### src/rtl/lm_sm_sequencer_if.sv
// Decoder <-> LM/SM sequencer bundle: instruction request in, micro-op stream and freeze out.
interface lm_sm_sequencer_if #(
    parameter int unsigned NUM_REGS  = 8,
    parameter int unsigned REG_IDX_W = 3,
    parameter int unsigned OFS_W     = 4
);
    logic                 start;
    logic                 is_lm;
    logic [NUM_REGS-1:0]  imm_mask;
    logic                 stall_in;
    logic                 flush;
    logic                 uop_valid;
    logic [REG_IDX_W-1:0] uop_reg;
    logic [OFS_W-1:0]     uop_ofs;
    logic [1:0]           uop_regdst;
    logic                 uop_reg_write;
    logic                 uop_mem_write;
    logic                 uop_last;
    logic                 stall_fetch;
    logic                 busy;
    logic                 done;

    modport master (
        output start, is_lm, imm_mask, stall_in, flush,
        input  uop_valid, uop_reg, uop_ofs, uop_regdst, uop_reg_write,
               uop_mem_write, uop_last, stall_fetch, busy, done
    );

    modport slave (
        input  start, is_lm, imm_mask, stall_in, flush,
        output uop_valid, uop_reg, uop_ofs, uop_regdst, uop_reg_write,
               uop_mem_write, uop_last, stall_fetch, busy, done
    );
endinterface

### src/rtl/lm_sm_sequencer.sv
// Expands one LM/SM instruction into one memory micro-op per set mask bit, R0 first,
// freezing fetch/decode until the last micro-op is presented.
module lm_sm_sequencer #(
    parameter int unsigned NUM_REGS  = 8,
    parameter int unsigned REG_IDX_W = 3,
    parameter int unsigned OFS_W     = 4
) (
    input  logic                clk,
    input  logic                rst,
    lm_sm_sequencer_if.slave    bus
);
    typedef enum logic {IDLE, SEQ} state_e;

    state_e                state_q;
    logic [NUM_REGS-1:0]   mask_q;
    logic [OFS_W-1:0]      ofs_q;
    logic                  lm_q;
    logic                  done_q;

    logic [NUM_REGS-1:0]   mask_d;
    logic [REG_IDX_W-1:0]  sel_idx;
    logic                  single_bit;
    logic                  in_seq;
    logic                  req_nonempty;

    // Lowest set bit of the pending mask selects the current register.
    always_comb begin
        sel_idx = '0;
        for (int i = NUM_REGS - 1; i >= 0; i--) begin
            if (mask_q[i]) sel_idx = REG_IDX_W'(i);
        end
    end

    // x & (x-1) drops the lowest set bit; empty result means this is the last micro-op.
    assign mask_d       = mask_q & (mask_q - NUM_REGS'(1));
    assign single_bit   = (mask_q != '0) && (mask_d == '0);
    assign in_seq       = (state_q == SEQ);
    assign req_nonempty = (state_q == IDLE) && bus.start && (bus.imm_mask != '0);

    always_ff @(posedge clk or posedge rst) begin
        if (rst) begin
            state_q <= IDLE;
            mask_q  <= '0;
            ofs_q   <= '0;
            lm_q    <= 1'b0;
            done_q  <= 1'b0;
        end else begin
            done_q <= 1'b0;
            if (bus.flush) begin
                state_q <= IDLE;
                mask_q  <= '0;
                ofs_q   <= '0;
                lm_q    <= 1'b0;
            end else begin
                case (state_q)
                    IDLE: begin
                        if (bus.start) begin
                            if (bus.imm_mask != '0) begin
                                state_q <= SEQ;
                                mask_q  <= bus.imm_mask;
                                lm_q    <= bus.is_lm;
                                ofs_q   <= '0;
                            end else begin
                                done_q  <= 1'b1;
                            end
                        end
                    end
                    SEQ: begin
                        if (!bus.stall_in) begin
                            mask_q <= mask_d;
                            ofs_q  <= ofs_q + OFS_W'(1);
                            if (single_bit) begin
                                state_q <= IDLE;
                                done_q  <= 1'b1;
                            end
                        end
                    end
                    default: state_q <= IDLE;
                endcase
            end
        end
    end

    assign bus.uop_valid     = in_seq;
    assign bus.uop_reg       = in_seq ? sel_idx : '0;
    assign bus.uop_ofs       = ofs_q;
    assign bus.uop_regdst    = (in_seq && lm_q) ? 2'b11 : 2'b00;
    assign bus.uop_reg_write = in_seq && lm_q;
    assign bus.uop_mem_write = in_seq && !lm_q;
    assign bus.uop_last      = in_seq && single_bit;
    assign bus.stall_fetch   = req_nonempty || (in_seq && !single_bit);
    assign bus.busy          = in_seq;
    assign bus.done          = done_q;
endmodule

### src/flat_wrapper.sv
// flat-port wrapper written by rule: the top's interface ports become plain ports
module lm_sm_sequencer_flat 
#(
    parameter int unsigned NUM_REGS  = 8,
    parameter int unsigned REG_IDX_W = 3,
    parameter int unsigned OFS_W     = 4
)
  (clk, rst, bus_start, bus_is_lm, bus_imm_mask, bus_stall_in, bus_flush, bus_uop_valid, bus_uop_reg, bus_uop_ofs, bus_uop_regdst, bus_uop_reg_write, bus_uop_mem_write, bus_uop_last, bus_stall_fetch, bus_busy, bus_done);
  lm_sm_sequencer_if #(.NUM_REGS(NUM_REGS), .REG_IDX_W(REG_IDX_W), .OFS_W(OFS_W)) bus_i ();
  input  logic clk;
  input  logic rst;
  input wire logic [$bits(bus_i.start)-1:0] bus_start;
  input wire logic [$bits(bus_i.is_lm)-1:0] bus_is_lm;
  input wire logic [$bits(bus_i.imm_mask)-1:0] bus_imm_mask;
  input wire logic [$bits(bus_i.stall_in)-1:0] bus_stall_in;
  input wire logic [$bits(bus_i.flush)-1:0] bus_flush;
  output wire logic [$bits(bus_i.uop_valid)-1:0] bus_uop_valid;
  output wire logic [$bits(bus_i.uop_reg)-1:0] bus_uop_reg;
  output wire logic [$bits(bus_i.uop_ofs)-1:0] bus_uop_ofs;
  output wire logic [$bits(bus_i.uop_regdst)-1:0] bus_uop_regdst;
  output wire logic [$bits(bus_i.uop_reg_write)-1:0] bus_uop_reg_write;
  output wire logic [$bits(bus_i.uop_mem_write)-1:0] bus_uop_mem_write;
  output wire logic [$bits(bus_i.uop_last)-1:0] bus_uop_last;
  output wire logic [$bits(bus_i.stall_fetch)-1:0] bus_stall_fetch;
  output wire logic [$bits(bus_i.busy)-1:0] bus_busy;
  output wire logic [$bits(bus_i.done)-1:0] bus_done;
  assign bus_i.start = bus_start;
  assign bus_i.is_lm = bus_is_lm;
  assign bus_i.imm_mask = bus_imm_mask;
  assign bus_i.stall_in = bus_stall_in;
  assign bus_i.flush = bus_flush;
  assign bus_uop_valid = bus_i.uop_valid;
  assign bus_uop_reg = bus_i.uop_reg;
  assign bus_uop_ofs = bus_i.uop_ofs;
  assign bus_uop_regdst = bus_i.uop_regdst;
  assign bus_uop_reg_write = bus_i.uop_reg_write;
  assign bus_uop_mem_write = bus_i.uop_mem_write;
  assign bus_uop_last = bus_i.uop_last;
  assign bus_stall_fetch = bus_i.stall_fetch;
  assign bus_busy = bus_i.busy;
  assign bus_done = bus_i.done;
  lm_sm_sequencer #(.NUM_REGS(NUM_REGS), .REG_IDX_W(REG_IDX_W), .OFS_W(OFS_W)) u_core (.clk(clk), .rst(rst), .bus(bus_i));
endmodule
### config.mk
export PLATFORM = sky130hd
export DESIGN_NAME = lm_sm_sequencer_flat
export DESIGN_NICKNAME = d
export VERILOG_FILES = /design/src/rtl/lm_sm_sequencer_if.sv /design/src/rtl/lm_sm_sequencer.sv /design/src/flat_wrapper.sv
export SDC_FILE = /design/constraint.sdc
export NUM_CORES = 1
export LEC_CHECK = 0
export CAP_MARGIN = 5
export CORE_AREA = 2 2 50 52
export CTS_BUF_LIST = sky130_fd_sc_hd__clkbuf_2
export CTS_CLUSTER_DIAMETER = 150
export CTS_CLUSTER_SIZE = 10
export DETAILED_ROUTE_END_ITERATION = 16
export DIE_AREA = 0 0 52 54
export DONT_BUFFER_PORTS = 1
export RECOVER_POWER = 25
export SLEW_MARGIN = 20
export SYNTH_ARGS = -nofsm -noshare
export SYNTH_HDL_FRONTEND = slang
export SYNTH_SLANG_ARGS = --single-unit
### constraint.sdc
create_clock -name clk -period 4.69 [get_ports clk]
set_clock_uncertainty 0.1 [all_clocks]
set_input_delay 0.469 -clock clk [delete_from_list [all_inputs] [get_ports clk]]
set_output_delay 0.469 -clock clk [all_outputs]
set_load 0.05 [all_outputs]
# After elaboration in Yosys (flattened, before gate mapping)
# Index checks and enable logic that the tools add are counted.
# classes
muxes	36
div	0
n_reduce_logical	17
n_mul	0
add_sub_neg	2
order_cmp	0
n_shift	0
n_bitwise	2
n_eq_ne	4
# ops
op	n
2-to-1 mux 8 bit	4
2-to-1 mux 3 bit	9
2-to-1 mux 4 bit	4
one-hot mux 8 bit (2 select lines)	1
nonzero test 8 bit	2
2-to-1 mux 1 bit	14
!= test 3 bit (second input constant)	3
AND 8 bit	1
zero test 8 bit	1
one-hot mux 4 bit (2 select lines)	1
subtractor 8 x 1 -> 8 bit (second input constant)	1
logical AND 1 bit	7
AND reduction 3 bit	2
adder 4 x 1 -> 4 bit (second input constant)	1
one-hot mux 1 bit (2 select lines)	2
nonzero test 2 bit	2
zero test 1 bit	2
2-to-1 mux 2 bit	1
!= test 2 bit (second input constant)	1
logical OR 1 bit	1
NOT 1 bit	1
# totals
elab_cells	66
output_inout_bits	16
reg_bits	15
ramBits	0
latchBits	0
n_memories	0
romBits	0

# Longest topological paths before layout
# logic_depth
depth_word	9
ltp_mapped	6
mapped_depth_nobuf	5

# Worst setup path after synthesis
# Ideal clock, no wire load.
# synth_path
kind	register to output
startpoint	reg u_core.state_q, in the netlist u_core.bus.busy
endpoint	out bus_uop_reg[2]
arrival_ps	2242
stages_incl_launch_ff	4
n_path_buf	1
t_required_ps	4121
setup_slack_ps	1879
cell_sequence	dfrtp_1 > inv_1 > clkbuf_1 > nor3b_1
# synth_via
elab_chain_cells	1
# synth_lines
item	line	rtl
start: declaration	lm_sm_sequencer.sv:14	state_e state_q;
start signal: assignment	lm_sm_sequencer.sv:42	state_q <= IDLE;
start signal: assignment	lm_sm_sequencer.sv:50	state_q <= IDLE;
start signal: assignment	lm_sm_sequencer.sv:59	state_q <= SEQ;
2-to-1 mux 3 bit	lm_sm_sequencer.sv:85	assign bus.uop_reg = in_seq ? sel_idx : '0;
end: declaration	flat_wrapper.sv:18	output wire logic [$bits(bus_i.uop_reg)-1:0] bus_uop_reg;
# No other way between the ends.

# Final worst setup path
# layout_path
startpoint	reg u_core.state_q, in the netlist u_core.bus.busy
endpoint	out bus_stall_fetch
# layout_via
elab_chain_cells	4
elab_cells_between_ends	5
classes_between	bitwise (1); reduce/logical (4)
# layout_lines
item	line	rtl
NOT 1 bit	lm_sm_sequencer.sv:38	assign req_nonempty = (state_q == IDLE) && bus.start && (bus.imm_mask != '0);
logical AND 1 bit (2 in series)	lm_sm_sequencer.sv:38	
logical OR 1 bit *	lm_sm_sequencer.sv:91	assign bus.stall_fetch = req_nonempty || (in_seq && !single_bit);
end: declaration	flat_wrapper.sv:24	output wire logic [$bits(bus_i.stall_fetch)-1:0] bus_stall_fetch;
# Mark *: on every way between the ends. The rest lies on a longest branch, timed or not.

==> results.md <==
- TritonCTS clock tree: built
- Max cap viols: 0
- Routability cong.: ~0.91
- Slowest-stage cell, CP: dfrtp_1
- Final net count: ~130
- Dpl hpwl: roughly 1800 um
- Antenna violations before repair: 0
- Syn_nets: about 130
- Leakage: 0.399 nW
- Total CTS buffers: 3
- Clock Tree Buf Depth: 2
- Post-CTS setup buffer count: 0
- Share of layout cells above drive strength 1: 13.8%
- Die ar.: ~2800 sq um
- DR iter-0 viols: 15
- CP startpoint: u_core.bus.busy
- Synth Flop Type: dfrtp_1
- Crit path max fanout: 11
- CP Depth: 2
- Setup violations, final: 0
- Final WL: 2320 um
- Fin crit period: 3.26 ns
- Setup TNS: 0 ns
- Final period util: a little over two thirds
- N_diodes: 0
- Yosys warns: 0
- Max Freq: 0.307 GHz
- Hold WS: 0.0212 ns
- CP delay by family, top: flip-flops
- Seq cells post-synth: 15
- Post-synthesis sequential area ratio: 39.0%
- Die H: between 50 and 60 um
- Most common cell after layout, fill and taps aside: dfrtp_1
- # DRC: 0
- Final Hold Viols: 0
- Most frequent cells in the layout: 15 x dfrtp_1, 13 x a21oi_1, 11 x nand2_1, 10 x nor2_1, 8 x nor3_1
- Worst Setup End Kind: output pin
- Area leader, netlist: dfrtp_1
- Via Count: 849
- Largest net degree at the start of global routing: 16
- Total track usage: roughly 18%
- Root buf cell: clkbuf_2
- Mapped Cells: 111
- Path depth of the worst reg2reg path: 5
- Synth Cell Area: 963 sq um
- R2R Path Start: u_core.bus.busy
- CTS Hold Buffers Added: 0
- Startpoint Class: flop
- CTS resizes: 0
- Post-route antenna net violation count: 0
- Hold Path Class: primary input to async pin
- DR vias/cell: 6.11
- Arrival time worst endpoint: 2.69 ns
- Die Span X: 52 um
- Drt pass-1 iters: 4
- Max stage delay on crit path: 1.10 ns
- Count of flip-flops with a built-in enable after synthesis: 0
- Crit path kind: flop to output pin
- Area grow syn2layout: 3.77%
- Top-area cell type share of the netlist area: 39.0%
- Initial Util: between 40% and 50%
- CP Cell Sequence: inv_1, o21ai_1
- Number of global-route vias before repair: 780
- Worst slew pin tran: about 1.1 ns
- Clock Latency Late Sink: 0.26 ns
- CTS H-tree lvls: 1
- Core Area: 2320 sq um
- Run status: completed
- Worst vdd ir: between 0.15 and 0.2 mV
- Port Buffer Count: 0
- Yosys cell types: 34
- Crit path buf inv count: 1
- Clock transition at path regs: 0.13 ns
- Worst EP required: between 4 and 5 ns
- IO Pins: 30
- Slew headroom: a little over a quarter
- Synth async-reset ratio: 100%
- Synth area leaders: dfrtp_1 39%, a21oi_1 6.8%, nand2_1 4.3%, nor3_1 4.2%, nor2_1 3.9%
- WL/cell: 16.7 um
- Unrepaired setup endpoints after global routing: no
- Global route overflow: 0
- Final slew viol count: 0
- Number of cell rows: 18
- Syn avg cell area: 8.68 sq um
- First-pass GRT wire length: approximately 3700 um
- CTS Sinks: 15
- Power density over the cells: approximately 320 nW/um^2
## power breakdown
group	switching, W	total (W)	internal, W
clock network	0.0000374	0.0000600	0.0000226
logic	0.0000684	0.0000978	0.0000294
registers	0.0000254	0.000162	0.000136
## metal layers
metal | up-vias | share of wire (%) | global-route usage [%]
met4 | 0 | 0.73 | 7.02
met1 | 412 | 44 | 23.8
met5 | - | 0 | 0
met2 | 32 | 46 | 27.4
met3 | 2 | 9.3 | 5.28
li1 | 403 | - | -
## cells in the mapped netlist (2+ instances only)
cell type and count:
a21oi_1 13, a22oi_1 2, a32oi_1 3, and2_1 2, buf_4 3, clkbuf_1 5, dfrtp_1 15, inv_1 5
nand2_1 11, nand3_1 4, nand4_1 2, nor2_1 10, nor3_1 8, nor4b_1 3, o21ai_1 4, or4_4 2
xor2_1 2
## registers in the layout, indices dropped and copies added, names as in the netlist
name and flops:
u_core.bus.busy 1, u_core.bus.done 1, u_core.bus.uop_ofs 4, u_core.lm_q 1
u_core.mask_q 8
## area by class of cell
type / instances / area, sq um
Sequential cell: 15 / 375
Multi-Input combinational cell: 83 / 533
Clock buffer: 4 / 20.0
Timing Repair Buffer: 2 / 15.0
Fill cell: 238 / 1320
Inverter: 5 / 18.8
Tap cell: 30 / 37.5
## cell families (layout without fill, tap and decap cells)
group / count (synthesis) / after routing / synth area share, %
compound gates: 31 / 31 / 21.6
buf+inv: 13 / 11 / 6.23
fa+ha+maj: 1 / 1 / 1.30
mux: 1 / 1 / 1.04
xor+xnor: 2 / 2 / 1.82
flops: 15 / 15 / 39.0
simple gates: 48 / 48 / 29.1
## worst paths after layout
| path | to | slack (ns) |
|---|---|---|
| worst min-delay path | u_core.bus.uop_ofs[0] | 0.02 |
| worst min register to register | u_core.lm_q | 0.46 |
| worst max register to register | u_core.bus.uop_ofs[3] | 1.93 |
| min in group clk | u_core.mask_q[7] | 0.14 |
| max in group asynchronous | u_core.mask_q[1] | 4.10 |
| worst max-delay path | bus_stall_fetch | 1.43 |
## worst register-to-register path, cell delays in order, from the launching register on
cell and delay (ns):
dfrtp_1 1.10, inv_1 0.45, nor2_2 0.53, nand4_1 0.19, xor2_1 0.19, nor3_1 0.14
## through the flow
stage               worst slack [ns]  cell area, sq um  total power, W  std cells  util, %
global placement                1.81               980        0.000260        135     42.2
global route                    1.28              1000        0.000343        139     43.1
finish                          1.43              1000        0.000319        139     43.1
floorplan                       1.88               963        0.000247        111        -
CTS                             1.45              1000        0.000322        139     43.1
detailed placement              1.77               980        0.000262        135     42.2
(Power assumes the default switching activity.)
